--- config.mk ---
export PLATFORM = sky130hd
export DESIGN_NAME = seven_seg_scan_decoder
export DESIGN_NICKNAME = d
export VERILOG_FILES = /design/src/rtl/seven_seg_pkg.sv /design/src/rtl/seven_seg_pattern_decode.sv /design/src/rtl/seven_seg_scan_decoder.sv
export SDC_FILE = /design/constraint.sdc
export NUM_CORES = 1
export LEC_CHECK = 0
export BUFFER_PORTS_ARGS = -buffer_cell sky130_fd_sc_hd__buf_2
export CORE_MARGIN = 2
export CORE_UTILIZATION = 30
export DETAILED_ROUTE_END_ITERATION = 8
export HOLD_SLACK_MARGIN = 0.1
export PLACE_DENSITY = 0.59
export SLEW_MARGIN = 40
export SYNTH_ARGS = -nofsm -noshare
export SYNTH_HDL_FRONTEND = slang
export SYNTH_SLANG_ARGS = --single-unit
--- constraint.sdc ---
create_clock -name clk -period 5.7 [get_ports clk]
set_clock_uncertainty 0.1 [all_clocks]
set_input_delay 0 -clock clk [delete_from_list [all_inputs] [get_ports clk]]
set_output_delay 0 -clock clk [all_outputs]
set_load 0.005 [all_outputs]
--- src/rtl/seven_seg_pkg.sv ---
`default_nettype none
// ============================================================================
// Module      : seven_seg_pkg
// Description : Shared constants and types for the seven-segment scan decoder:
//               segment patterns (active-low a..g), anode one-hot-low codes,
//               special digit codes and the digit-index / FSM state types.
// Revision    : 1.0 - initial release
// ============================================================================
package seven_seg_pkg;

  // Segment patterns, bit 6 = segment a ... bit 0 = segment g, active-low
  localparam logic [6:0] c_SEG_0     = 7'b0000001;
  localparam logic [6:0] c_SEG_1     = 7'b1001111;
  localparam logic [6:0] c_SEG_2     = 7'b0010010;
  localparam logic [6:0] c_SEG_3     = 7'b0000110;
  localparam logic [6:0] c_SEG_4     = 7'b1001100;
  localparam logic [6:0] c_SEG_5     = 7'b0100100;
  localparam logic [6:0] c_SEG_6     = 7'b0100000;
  localparam logic [6:0] c_SEG_7     = 7'b0001111;
  localparam logic [6:0] c_SEG_8     = 7'b0000000;
  localparam logic [6:0] c_SEG_9     = 7'b0000100;
  localparam logic [6:0] c_SEG_DASH  = 7'b1111110;
  localparam logic [6:0] c_SEG_BLANK = 7'b1111111;

  // Anode enables, active-low one-hot
  localparam logic [3:0] c_AN_ONES      = 4'b1110;
  localparam logic [3:0] c_AN_TENS      = 4'b1101;
  localparam logic [3:0] c_AN_HUNDREDS  = 4'b1011;
  localparam logic [3:0] c_AN_THOUSANDS = 4'b0111;
  localparam logic [3:0] c_AN_BLANK     = 4'b1111;

  // Non-numeric digit codes
  localparam logic [3:0] c_CODE_BLANK = 4'hB;
  localparam logic [3:0] c_CODE_DASH  = 4'hE;
  localparam logic [3:0] c_CODE_BAD   = 4'hF;

  typedef enum logic [1:0] {
    DIG_ONES      = 2'd0,
    DIG_TENS      = 2'd1,
    DIG_HUNDREDS  = 2'd2,
    DIG_THOUSANDS = 2'd3
  } digit_idx_t;

  typedef enum logic [0:0] {
    ST_HUNT  = 1'b0,
    ST_TRACK = 1'b1
  } state_t;

endpackage
`default_nettype wire

--- src/rtl/seven_seg_pattern_decode.sv ---
`default_nettype none
// ============================================================================
// Module      : seven_seg_pattern_decode
// Description : Combinational map from an active-low a..g segment pattern to a
//               4-bit digit code; unknown patterns give 4'hF and o_invalid.
// Revision    : 1.0 - initial release
// ============================================================================
module seven_seg_pattern_decode
  import seven_seg_pkg::*;
(
  input  logic [6:0] i_seg,
  output logic [3:0] o_code,
  output logic       o_invalid
);

  // Table lookup; anything the driver cannot legally emit is flagged
  always_comb begin
    o_code    = c_CODE_BAD;
    o_invalid = 1'b0;
    case (i_seg)
      c_SEG_0:     o_code = 4'd0;
      c_SEG_1:     o_code = 4'd1;
      c_SEG_2:     o_code = 4'd2;
      c_SEG_3:     o_code = 4'd3;
      c_SEG_4:     o_code = 4'd4;
      c_SEG_5:     o_code = 4'd5;
      c_SEG_6:     o_code = 4'd6;
      c_SEG_7:     o_code = 4'd7;
      c_SEG_8:     o_code = 4'd8;
      c_SEG_9:     o_code = 4'd9;
      c_SEG_DASH:  o_code = c_CODE_DASH;
      c_SEG_BLANK: o_code = c_CODE_BLANK;
      default:     o_invalid = 1'b1;
    endcase
  end

endmodule
`default_nettype wire

--- src/rtl/seven_seg_scan_decoder.sv ---
`default_nettype none
// ============================================================================
// Module      : seven_seg_scan_decoder
// Description : Snoops a multiplexed 4-digit seven-segment display bus and
//               recovers the shown digits. Each anode dwell is sampled once
//               after SETTLE stable cycles; a full ones..thousands sequence
//               commits a frame atomically.
// Revision    : 1.0 - initial release
// ============================================================================
module seven_seg_scan_decoder
  import seven_seg_pkg::*;
#(
  parameter int SETTLE  = 1,
  parameter int TIMEOUT = 1024
) (
  input  logic       clk,
  input  logic       rst,
  input  logic [3:0] anode,
  input  logic [7:0] cathode,
  output logic [3:0] ones,
  output logic [3:0] tens,
  output logic [3:0] hundreds,
  output logic [3:0] thousands,
  output logic [3:0] dp,
  output logic       frame_stb,
  output logic       locked,
  output logic       err_order,
  output logic       err_anode,
  output logic       err_seg
);

  localparam int             c_TW       = $clog2(TIMEOUT + 1);
  localparam logic [c_TW-1:0] c_TMO_LAST = c_TW'(TIMEOUT - 1);
  localparam logic [3:0]     c_SETTLE   = 4'(SETTLE);

  logic [3:0]      r_anode;
  logic [7:0]      r_cathode;
  logic [3:0]      r_run;
  logic            r_fresh;   // r_run took a new value at the last edge
  state_t          r_state,  w_state_n;
  digit_idx_t      r_exp,    w_exp_n;
  logic [c_TW-1:0] r_tmo,    w_tmo_n;
  logic [3:0]      r_sh_ones, r_sh_tens, r_sh_hund;
  logic [3:0]      w_sh_ones_n, w_sh_tens_n, w_sh_hund_n;
  logic [2:0]      r_sh_dp,  w_sh_dp_n;
  logic [3:0]      r_ones, r_tens, r_hund, r_thou, r_dp;
  logic            r_frame_stb, r_locked, r_err_order, r_err_anode, r_err_seg;

  logic [3:0]      w_code;
  logic            w_invalid;
  logic            w_dp_bit;
  digit_idx_t      w_idx;
  logic            w_legal, w_multi, w_sample, w_bad_anode;
  logic            w_commit, w_err_order, w_lock_clr, w_capture, w_clear;

  seven_seg_pattern_decode u_decode (
    .i_seg     (r_cathode[7:1]),
    .o_code    (w_code),
    .o_invalid (w_invalid)
  );

  assign w_dp_bit = ~r_cathode[0];

  // Register the pins and count how long the registered anode has been stable
  always_ff @(posedge clk) begin
    if (rst) begin
      r_anode   <= c_AN_BLANK;
      r_cathode <= 8'hFF;
      r_run     <= 4'd0;
      r_fresh   <= 1'b0;
    end else begin
      r_anode   <= anode;
      r_cathode <= cathode;
      if (anode != r_anode) begin
        r_run   <= 4'd1;
        r_fresh <= 1'b1;
      end else if (r_run != 4'd15) begin
        r_run   <= r_run + 4'd1;
        r_fresh <= 1'b1;
      end else begin
        r_fresh <= 1'b0;
      end
    end
  end

  // Classify the registered anode into a digit index or an illegal enable set
  always_comb begin
    w_idx   = DIG_ONES;
    w_legal = 1'b1;
    case (r_anode)
      c_AN_ONES:      w_idx = DIG_ONES;
      c_AN_TENS:      w_idx = DIG_TENS;
      c_AN_HUNDREDS:  w_idx = DIG_HUNDREDS;
      c_AN_THOUSANDS: w_idx = DIG_THOUSANDS;
      default:        w_legal = 1'b0;
    endcase
  end

  assign w_multi     = !w_legal && (r_anode != c_AN_BLANK);
  // r_fresh keeps a SETTLE of 15 from re-sampling while the counter sits saturated
  assign w_sample    = w_legal && r_fresh && (r_run == c_SETTLE);
  assign w_bad_anode = w_multi && (r_run == 4'd1);

  // Next-state logic: frame tracking, error detection and timeout
  always_comb begin
    w_state_n   = r_state;
    w_exp_n     = r_exp;
    w_tmo_n     = r_tmo;
    w_sh_ones_n = r_sh_ones;
    w_sh_tens_n = r_sh_tens;
    w_sh_hund_n = r_sh_hund;
    w_sh_dp_n   = r_sh_dp;
    w_commit    = 1'b0;
    w_err_order = 1'b0;
    w_lock_clr  = 1'b0;
    w_capture   = 1'b0;
    w_clear     = 1'b0;

    if (w_bad_anode) begin
      w_state_n  = ST_HUNT;
      w_exp_n    = DIG_ONES;
      w_tmo_n    = '0;
      w_lock_clr = 1'b1;
      w_clear    = 1'b1;
    end else if (w_sample) begin
      w_tmo_n = '0;
      if (r_state == ST_HUNT) begin
        if (w_idx == DIG_ONES) begin
          w_capture = 1'b1;
          w_exp_n   = DIG_TENS;
          w_state_n = ST_TRACK;
        end
      end else if (w_idx == r_exp) begin
        if (r_exp == DIG_THOUSANDS) begin
          // Thousands goes straight to the outputs alongside the shadow
          w_commit = 1'b1;
          w_exp_n  = DIG_ONES;
        end else begin
          w_capture = 1'b1;
          w_exp_n   = digit_idx_t'(r_exp + 2'd1);
        end
      end else begin
        w_err_order = 1'b1;
        w_lock_clr  = 1'b1;
        w_clear     = 1'b1;
        if (w_idx == DIG_ONES) begin
          w_capture = 1'b1;
          w_exp_n   = DIG_TENS;
        end else begin
          w_state_n = ST_HUNT;
          w_exp_n   = DIG_ONES;
        end
      end
    end else if (r_state == ST_TRACK) begin
      if (r_tmo == c_TMO_LAST) begin
        w_state_n  = ST_HUNT;
        w_exp_n    = DIG_ONES;
        w_tmo_n    = '0;
        w_lock_clr = 1'b1;
        w_clear    = 1'b1;
      end else begin
        w_tmo_n = r_tmo + c_TW'(1);
      end
    end

    if (w_clear) begin
      w_sh_ones_n = 4'd0;
      w_sh_tens_n = 4'd0;
      w_sh_hund_n = 4'd0;
      w_sh_dp_n   = 3'd0;
    end
    if (w_capture) begin
      case (w_idx)
        DIG_ONES:     begin w_sh_ones_n = w_code; w_sh_dp_n[0] = w_dp_bit; end
        DIG_TENS:     begin w_sh_tens_n = w_code; w_sh_dp_n[1] = w_dp_bit; end
        DIG_HUNDREDS: begin w_sh_hund_n = w_code; w_sh_dp_n[2] = w_dp_bit; end
        default:      ;
      endcase
    end
  end

  // FSM, expected index, timeout counter and shadow registers
  always_ff @(posedge clk) begin
    if (rst) begin
      r_state   <= ST_HUNT;
      r_exp     <= DIG_ONES;
      r_tmo     <= '0;
      r_sh_ones <= 4'd0;
      r_sh_tens <= 4'd0;
      r_sh_hund <= 4'd0;
      r_sh_dp   <= 3'd0;
    end else begin
      r_state   <= w_state_n;
      r_exp     <= w_exp_n;
      r_tmo     <= w_tmo_n;
      r_sh_ones <= w_sh_ones_n;
      r_sh_tens <= w_sh_tens_n;
      r_sh_hund <= w_sh_hund_n;
      r_sh_dp   <= w_sh_dp_n;
    end
  end

  // Committed outputs, lock flag and one-cycle status pulses
  always_ff @(posedge clk) begin
    if (rst) begin
      r_ones      <= 4'd0;
      r_tens      <= 4'd0;
      r_hund      <= 4'd0;
      r_thou      <= 4'd0;
      r_dp        <= 4'd0;
      r_frame_stb <= 1'b0;
      r_locked    <= 1'b0;
      r_err_order <= 1'b0;
      r_err_anode <= 1'b0;
      r_err_seg   <= 1'b0;
    end else begin
      if (w_commit) begin
        r_ones <= r_sh_ones;
        r_tens <= r_sh_tens;
        r_hund <= r_sh_hund;
        r_thou <= w_code;
        r_dp   <= {w_dp_bit, r_sh_dp};
      end
      r_frame_stb <= w_commit;
      r_locked    <= w_commit ? 1'b1 : (w_lock_clr ? 1'b0 : r_locked);
      r_err_order <= w_err_order;
      r_err_anode <= w_bad_anode;
      r_err_seg   <= w_sample && w_invalid;
    end
  end

  assign ones      = r_ones;
  assign tens      = r_tens;
  assign hundreds  = r_hund;
  assign thousands = r_thou;
  assign dp        = r_dp;
  assign frame_stb = r_frame_stb;
  assign locked    = r_locked;
  assign err_order = r_err_order;
  assign err_anode = r_err_anode;
  assign err_seg   = r_err_seg;

endmodule
`default_nettype wire

==> results by group, run 1 <==
Setup path
  • Reg2reg path depth: 6
  • Top cell by count, worst path: a21oi_1
  • Setup CP Type: reg2reg
  • Critical path endpoint category: flop
  • Critical Path RT: 5.86 ns
  • WP buf/inv: 0
  • Crit-path cells: a21oi_1 -> o31ai_1 -> and2_1 -> and3_1 -> nand2_1 -> a21oi_1
  • Slowest CP cell: and3_1
  • Slowest Stage Delay on Critical Path: 0.69 ns
  • Reg2reg end: tens[2]$_SDFFE_PP0P_
  • CP max FO: 21
  • Worst reg2reg startpoint: r_anode[2]$_SDFF_PP1_
  • Critical Path Start Type: flop
  • Reg2reg setup slack: 2.67 ns
  • WP data arrival: 3.19 ns
  • Critical path's top delay family: simple AND/OR/NAND/NOR gates

Die
  • Io pins: 39
  • DIE WIDTH: 108.6 µm
  • Starting Density: 30.53%
  • Core area: 10750 µm²
  • Die Span Y: 108.6 µm
  • Die ar.: 11790 µm²
  • Rows: 38

Timing
  • RSZ-0062 raised after global routing: false
  • Relative slew slack: 49.90%
  • Setup TNS: 0 ns
  • Crit path time final: 3.029 ns
  • Setup violations, final: 0
  • Final period utilization: 53.15%
  • Fin worst setup slack: 2.671 ns
  • Fmax: 330.1 MHz
  • Fin. max-slew vios: 0
  • Worst-Margin Slew: 0.7515 ns
  • Hold Slack: 0.1116 ns
  • Final Hold Vio Count: 0

Power
  • Pleak: 1.553 nW
  • Total power: 1.004 mW
  • P per Cell Area: 260.9 nW/µm²
  • Peak VDD IR: 80.36 µV

Finish
  • Largest regs: r_tmo: 11 flops, r_cathode: 8 flops
  • Final Util: 35.81%
  • Fin cells: 557
  • P&R area growth vs syn: 17.28%
  • Biggest register: r_tmo
  • Nets: 431
  • Max reg flops: 11
  • Layout cells sized above 1: 19.18%
  • Final instance area: 3847 µm²
  • N_diodes: 0

GRT
  • Largest net degree at the start of global routing: 46
  • Number of global-route vias before repair: 2569
  • Grt ovf: 0
  • Initial antenna violation count: 0
  • First-pass GRT wire length: 12240 µm
  • GRT Total Usage: 13.26%

Run
  • Max cap viols: 0

Clock tree
  • Total CTS buffers: 9
  • PostCTS Resize Cnt: 0
  • CTS sink count: 71
  • Setup bufs post-CTS: 0
  • Clk_lat worst skew: 0.34 ns
  • Clock tree root driver cell: clkbuf_8
  • Clk slew on worst S/H paths: 0.07 ns
  • H-tree lvl count: 3
  • CTS tree: built
  • CTS Buffer Depth: 2

Detailed routing
  • WL/cell: 12.98 µm
  • Iter 0 DRT Violations: 181
  • Drt total wl: 7229 µm
  • TritonRoute pass-1 iters: 6
  • Via/cell ratio: 4.873
  • Vias post-DR: 2714
  • Antenna viol nets, final: 0
  • # DRC: 0

Placed design
  • GP Congestion: 0.8482
  • Placement-stage worst setup slack: 2.736 ns
  • # port buffers: 38
  • Placed insts: 530
  • Placed Area: 3525 µm²
  • Hpwl dp: 5176 µm

Outcome
  • Status: completed

Logic synthesis
  • Yosys warns: 0
  • Ranking of synthesized cells by area: dfxtp_1 (43%), nand2_1 (7.3%), a21oi_1 (3.7%)
  • Area leader, netlist: dfxtp_1
  • Yosys reg bits: 71
  • Mapped Avg Cell Area: 8.772 µm²
  • Asr flop ratio synth: 0%
  • Post-Syn Nets: 392
  • EDFF count, synth: 0
  • Post-synth top cells: dfxtp_1 (71), nand2_1 (64), nor2_1 (26), a21oi_1 (24), nand3_1 (20)
  • Sequential fraction of the synthesis area: 43.33%
  • Synth Flop Type: dfxtp_1
  • Post-synth top area share: 43.33%
  • Most common cell in the netlist: dfxtp_1
  • Distinct cells, synth: 61
  • Cells after Synth: 374
  • Mapped cell area: 3281 µm²

Min path
  • Hold Path Sink: r_state$_SDFF_PP0_
  • HP Start: rst
  • Worst Hold Class: in2reg
  • Hold path cells: 2
power by group:
group	switching [mW]	internal, mW	total [mW]
Clock	0.178	0.223	0.401
Sequential	0.0161	0.505	0.521
Combinational	0.0439	0.0380	0.0819
kinds of logic after synthesis:
group                    after synthesis  share of synthesized area, %
XOR/XNOR                              13                         3.471
AO/OA/AOI/OAI                         65                         13.92
multiplexers                          14                         4.729
buffers and inverters                 27                         4.386
adder cells (fa/ha/maj)                5                         1.831
flip-flops                            71                         43.33
AND/OR/NAND/NOR                      179                         28.34
cell type report:
| class | instances | area [µm²] |
|---|---|---|
| fillers | 1127 | 6898 |
| multi-input cells | 276 | 1720 |
| flip-flops and latches | 71 | 1421 |
| repair buffers | 51 | 317.8 |
| well taps | 140 | 175.2 |
| clock buffers | 12 | 155.1 |
| clock inverters | 3 | 42.54 |
| inverters | 4 | 15.01 |
routing by layer:
metal / track usage (%) / vias to the layer above / wire [µm] / part of all wire (%)
met3: 4.099 / 10 / 322 / 4.5
met4: 5.128 / 0 / 131 / 1.8
li1: - / 1401 / - / -
met1: 16.51 / 1249 / 3334 / 46
met2: 21.38 / 54 / 3439 / 48
met5: 0 / - / 0 / 0
how the worst max path moves through the flow:
stage	startpoint	to	slack [ns]	cells past startpoint
finish	r_anode[2]$_SDFF_PP1_	tens[2]$_SDFFE_PP0P_	2.67	6
global placement	r_anode[2]$_SDFF_PP1_	hundreds[0]$_SDFFE_PP0P_	2.82	6
floorplan	r_run[0]$_SDFFE_PP0P_	thousands[3]$_SDFFE_PP0P_	3.66	9
detailed placement	r_anode[2]$_SDFF_PP1_	locked$_SDFFE_PP0P_	2.74	6
global route	r_anode[2]$_SDFF_PP1_	tens[2]$_SDFFE_PP0P_	2.32	6
CTS	r_anode[2]$_SDFF_PP1_	tens[2]$_SDFFE_PP0P_	2.72	6
cells in the final DEF, fill, tap and decap left out, types with 3 or more instances in the layout:
cell type,synthesis,layout
dlygate4sd3_1,0,12
nand4_1,7,7
xnor2_1,4,4
or2_2,16,16
a22o_1,3,3
mux2i_1,11,11
inv_1,4,4
nor3_1,4,4
nand3_1,20,19
dfxtp_1,71,71
o21ai_0,5,5
nor2_1,26,26
nor2b_1,3,3
buf_2,7,38
a31oi_1,3,3
nor4_1,6,6
and3_1,7,7
nand2_1,64,64
xor2_1,9,9
ha_1,4,4
nand3b_1,3,3
a21oi_1,24,24
and2_1,5,5
clkbuf_8,0,11
nor3b_1,4,4
repair_timing:
action,CTS,global route
endpoints found under the hold margin,13,0
setup endpoints to repair,0,0
hold buffers,12,0
No activity file was read; power rests on OpenSTA's default activity.
==> inputs of run 2 (changes only) <==
Clock period 5.7 ns to 3.2 ns, I/O delays scaled along.
==> run 2 against run 1 <==
Largest cell class unchanged. Global-route usage down 0.29 points. Critical path depth up 1. Critical path type unchanged. Largest power group unchanged. Die area unchanged. Clock power up 120%. Non-clock buffer count up 5.
==> results by group, run 2 (same netlist as run 1, synthesis figures left out) <==
GRT
  • GRT Total Usage: 12.97%
  • Initial antenna violation count: 0
  • Layer with the highest usage: met2
  • Met2 GRT Util: 20.76%
  • Met3 usage: 3.737%
  • Met1 GRT Util: 16.59%
  • Number of global-route vias before repair: 2531
  • First-pass GRT wire length: 12090 µm
  • Largest net degree at the start of global routing: 45
  • Grt ovf: 0

Power
  • Net Sw Frac: 24.03%
  • P per Cell Area: 498.7 nW/µm²
  • Logic gate share of total power: 7.7%
  • Switch Pwr: 0.4707 mW
  • Proportion of power drawn by the clock network: 45.0%
  • Pleak: 1.594 nW
  • Peak VDD IR: 279.5 µV
  • Power Internal: 1.488 mW
  • Power share of the sequential group: 47.3%

Die
  • Starting Density: 30.53%
  • Die Span Y: 108.6 µm
  • Die ar.: 11790 µm²
  • DIE WIDTH: 108.6 µm
  • Rows: 38
  • Core area: 10750 µm²
  • Io pins: 39

Placed design
  • Placement-stage worst setup slack: 0.5553 ns
  • # port buffers: 38
  • GP Congestion: 0.7836
  • Placed insts: 534
  • Hpwl dp: 5225 µm

Setup path
  • Critical Path RT: 3.38 ns
  • CP max FO: 21
  • Critical Path Start Type: flop
  • WP data arrival: 2.86 ns
  • Setup CP Type: reg2reg
  • Critical path endpoint category: flop
  • Reg2reg path depth: 7

Finish
  • Commonest non-fill, non-tap cell in the layout: dfxtp_1
  • Biggest register: r_tmo
  • Largest regs: r_tmo: 11 flops, r_cathode: 8 flops
  • P&R area growth vs syn: 19.72%
  • N_diodes: 0
  • Nets: 436
  • Filler instances: 1145
  • Most frequent cells in the layout: dfxtp_1 (71), nand2_1 (64), buf_2 (38), nor2_1 (26), a21oi_1 (24)
  • Fin cells: 563
  • Max reg flops: 11
  • Layout cells sized above 1: 20.09%

Timing
  • RSZ-0062 raised after global routing: false
  • Final Hold Vio Count: 0
  • Setup TNS: 0 ns
  • Worst-Margin Slew: 0.6482 ns
  • Relative slew slack: 56.17%
  • Hold Slack: 0.2560 ns
  • Fin. max-slew vios: 0
  • Final period utilization: 83.76%
  • Setup violations, final: 0
  • Crit path time final: 2.680 ns
  • Fmax: 373.1 MHz
  • Fin worst setup slack: 0.5195 ns

Run
  • Max cap viols: 0

Min path
  • Worst Hold Class: in2reg
  • Hold path cells: 3

Detailed routing
  • Antenna viol nets, final: 0
  • # DRC: 0
  • Vias post-DR: 2740
  • Iter 0 DRT Violations: 173
  • TritonRoute pass-1 iters: 5
  • Drt total wl: 7447 µm
  • Via/cell ratio: 4.867
  • WL/cell: 13.23 µm

Clock tree
  • Clk_lat worst skew: 0.36 ns
  • CTS Buffer Depth: 2
  • CTS tree: built
  • H-tree lvl count: 3
  • CTS sink count: 71
  • Clock tree root driver cell: clkbuf_8
  • Total CTS buffers: 9
  • Clk slew on worst S/H paths: 0.08 ns
  • PostCTS Resize Cnt: 0

Outcome
  • Status: completed
==> run 2: changes by cell type in the layout (fill, tap and decap cells not counted), sizes merged <==
cell         before  now
inv               4    5
clkinvlp          1    2
dlygate4sd3      12   13
buf              39   43
clkbuf           12    9
bufinv            1    3
==> run 2: worst max-delay path: stages, from the launching register on <==
cell and delay [ns]:
dfxtp_1 0.62, o21ai_1 0.21, o31ai_1 0.43, and2_1 0.52, and3_1 0.23, buf_4 0.23, nor2_1 0.08, a211oi_2 0.19
==> run 2: final cells by class <==
type / count / area (µm²) / area share, %
Clock inverter: 7 / 118.9 / 3.026
Clock buffer: 9 / 123.9 / 3.154
Timing Repair Buffer: 56 / 357.8 / 9.111
Inverter: 4 / 15.01 / 0.3823
Multi-Input combinational cell: 276 / 1715 / 43.68
Tap cell: 140 / 175.2 / 4.460
Sequential cell: 71 / 1421 / 36.19
==> run 2: stage by stage <==
stage | power, mW | util [%] | instance area (µm²)
2_1_floorplan | 1.051 | - | 3281
3_3_place_gp | 1.082 | 33.08 | 3555
3_5_place_dp | 1.086 | 33.08 | 3555
4_1_cts | 1.972 | 36.55 | 3928
5_1_grt | 2.039 | 36.55 | 3928
6_report | 1.959 | 36.55 | 3928
==> run 2: path summary, 6_finish.rpt <==
check / slack (ns) / startpoint / endpoint
setup / recovery: 0.52 / r_anode[0]$_SDFF_PP1_ / thousands[1]$_SDFFE_PP0P_
hold / removal: 0.26 / cathode[5] / r_cathode[5]$_SDFF_PP1_
setup reg to reg: 0.52 / r_anode[0]$_SDFF_PP1_ / thousands[1]$_SDFFE_PP0P_
hold reg to reg: 0.35 / tens[3]$_SDFFE_PP0P_ / tens[3]$_SDFFE_PP0P_
==> run 2: power by group through the flow <==
| stage | clock (mW) | combinational [mW] | sequential, mW |
|---|---|---|---|
| 6_report | 0.881 | 0.151 | 0.926 |
| 5_1_grt | 0.943 | 0.167 | 0.929 |
| 4_1_cts | 0.894 | 0.152 | 0.926 |
| 3_5_place_dp | 0 | 0.139 | 0.947 |
| 3_3_place_gp | 0 | 0.136 | 0.945 |
| 2_1_floorplan | 0 | 0.122 | 0.928 |
==> run 2: timing repair <==
action / 4_1_cts / 5_1_grt
hold endpoints to repair: 16 / 0
hold buffers: 13 / 0
setup buffers: 0 / 0
==> run 2: layer usage <==
| layer | part of all wire [%] | vias to the layer above | routed length [µm] |
|---|---|---|---|
| li1 | - | 1399 | - |
| met1 | 47 | 1271 | 3492 |
| met2 | 47 | 62 | 3508 |
| met3 | 4.6 | 8 | 345 |
| met4 | 1.4 | 0 | 102 |
| met5 | 0 | - | 0 |
==> inputs of run 3 (changes only) <==
Settings changed: PLACE_DENSITY 0.59 to 0.6.
Clock period 3.2 ns to 2.4 ns, I/O delays scaled along.
==> run 3 against run 2 <==
Sequential power rose by 33%. Non-clock buffer count rose by 15. Sequential cell count did not move. Critical endpoint is now r_sh_tens[2]$_SDFF_PP0_. Fmax rose by 18%.
==> results by group, run 3 (same netlist as run 1, synthesis figures left out) <==
Outcome
  • Status: completed

GRT
  • Initial antenna violation count: 0
  • Number of global-route vias before repair: 2633
  • Layer with the highest usage: met2
  • Largest net degree at the start of global routing: 45
  • Met3 usage: 3.737%
  • Grt ovf: 0
  • Met2 GRT Util: 22.46%
  • First-pass GRT wire length: 12320 µm
  • GRT Total Usage: 13.53%
  • Met1 GRT Util: 16.35%

Finish
  • Nets: 451
  • Filler instances: 1114
  • Biggest register: r_tmo
  • Commonest non-fill, non-tap cell in the layout: dfxtp_1
  • Most frequent cells in the layout: dfxtp_1 (71), nand2_1 (64), buf_2 (38), nor2_1 (25), a21oi_1 (24)
  • Largest regs: r_tmo: 11 flops, r_cathode: 8 flops
  • Layout cells sized above 1: 23.52%
  • Max reg flops: 11
  • P&R area growth vs syn: 22.35%
  • N_diodes: 0

Detailed routing
  • Drt total wl: 7496 µm
  • Antenna viol nets, final: 0
  • TritonRoute pass-1 iters: 4
  • Iter 0 DRT Violations: 162
  • Vias post-DR: 2823
  • # DRC: 0
  • Via/cell ratio: 4.884
  • WL/cell: 12.97 µm

Setup path
  • WP buf/inv: 0
  • Crit-path cells: a21oi_1 -> o31a_1 -> o31a_4 -> mux2i_4 -> nand4_4 -> mux2i_1
  • WP data arrival: 2.43 ns
  • CP max FO: 11
  • Critical Path RT: 2.55 ns
  • Setup CP Type: reg2reg
  • Slowest Stage Delay on Critical Path: 0.52 ns
  • Critical Path Start Type: flop
  • Critical path endpoint category: flop
  • Critical path's top delay family: compound AO/OA/AOI/OAI gates
  • Slowest CP cell: dfxtp_1

Clock tree
  • CTS tree: built
  • Setup bufs post-CTS: 0
  • Clk slew on worst S/H paths: 0.07 ns
  • Clock tree root driver cell: clkbuf_8
  • CTS sink count: 71
  • Clk_lat worst skew: 0.36 ns
  • H-tree lvl count: 3
  • CTS Buffer Depth: 2
  • Total CTS buffers: 9

Die
  • Die Span Y: 108.6 µm
  • Starting Density: 30.53%
  • DIE WIDTH: 108.6 µm
  • Io pins: 39
  • Core area: 10750 µm²
  • Die ar.: 11790 µm²
  • Rows: 38

Placed design
  • Hpwl dp: 5528 µm
  • # port buffers: 38
  • GP Congestion: 0.8072

Timing
  • Final period utilization: 94.99%
  • Fmax: 438.7 MHz
  • Crit path time final: 2.280 ns
  • Hold Slack: 0.2554 ns
  • Final Hold Vio Count: 0
  • Fin. max-slew vios: 0
  • Setup TNS: 0 ns
  • RSZ-0062 raised after global routing: false
  • Setup violations, final: 0
  • Relative slew slack: 60.43%
  • Worst-Margin Slew: 0.5900 ns

Min path
  • Worst Hold Class: in2reg

Power
  • Total power: 2.339 mW
  • Peak VDD IR: 246.6 µV
  • Pleak: 1.655 nW
  • P per Cell Area: 582.8 nW/µm²

Run
  • Max cap viols: 0
-- run 3: final cells by class --
type	instances	area, µm²	share of cell area, %
flip-flops and latches	71	1421	35.41
inverters	4	15.01	0.3741
well taps	140	175.2	4.364
clock buffers	10	137.6	3.429
repair buffers	71	495.5	12.34
multi-input cells	276	1725	42.99
clock inverters	6	43.79	1.091
-- run 3: power breakdown --
part	leakage, nW	switching [mW]	internal, mW
logic	0.985	0.121	0.114
registers	0.577	0.0271	1.20
clock network	0.0930	0.470	0.408
total	1.65	0.618	1.72
-- run 3: final timing paths --
path | to | from | depth (start not counted) | slack (ns)
hold reg to reg | ones[1]$_SDFFE_PP0P_ | ones[1]$_SDFFE_PP0P_ | 2 | 0.35
setup / recovery | r_sh_tens[2]$_SDFF_PP0_ | r_anode[2]$_SDFF_PP1_ | 6 | 0.12
hold / removal | r_cathode[7]$_SDFF_PP1_ | cathode[7] | 3 | 0.26
setup reg to reg | r_sh_tens[2]$_SDFF_PP0_ | r_anode[2]$_SDFF_PP1_ | 6 | 0.12
-- run 3: routing by layer --
metal | vias to the layer above | part of all wire [%]
li1 | 1442 | -
met1 | 1305 | 47
met4 | 0 | 2.1
met5 | - | 0
met2 | 59 | 46
met3 | 17 | 4.4
-- run 3: what timing repair did --
action                                  4_1_cts  5_1_grt
endpoints found under the setup margin        0       31
endpoints found under the hold margin        17        0
resized for setup                             0        3
hold buffers                                 13        0
-- run 3: worst min-delay path, delay by kind of cell --
kind,cells,cell delay [ns]
buf+inv,2,0.61
simple gates,1,0.08
-- run 3: stage by stage --
step / setup slack [ns] / util (%) / instance area, µm² / cells
floorplan: 0.3566 / - / 3281 / 374
global placement: 0.1647 / 34.36 / 3692 / 549
detailed placement: 0.1325 / 34.36 / 3692 / 549
CTS: 0.1229 / 37.26 / 4004 / 578
global route: 0.005582 / 37.35 / 4014 / 578
finish: 0.1203 / 37.35 / 4014 / 578
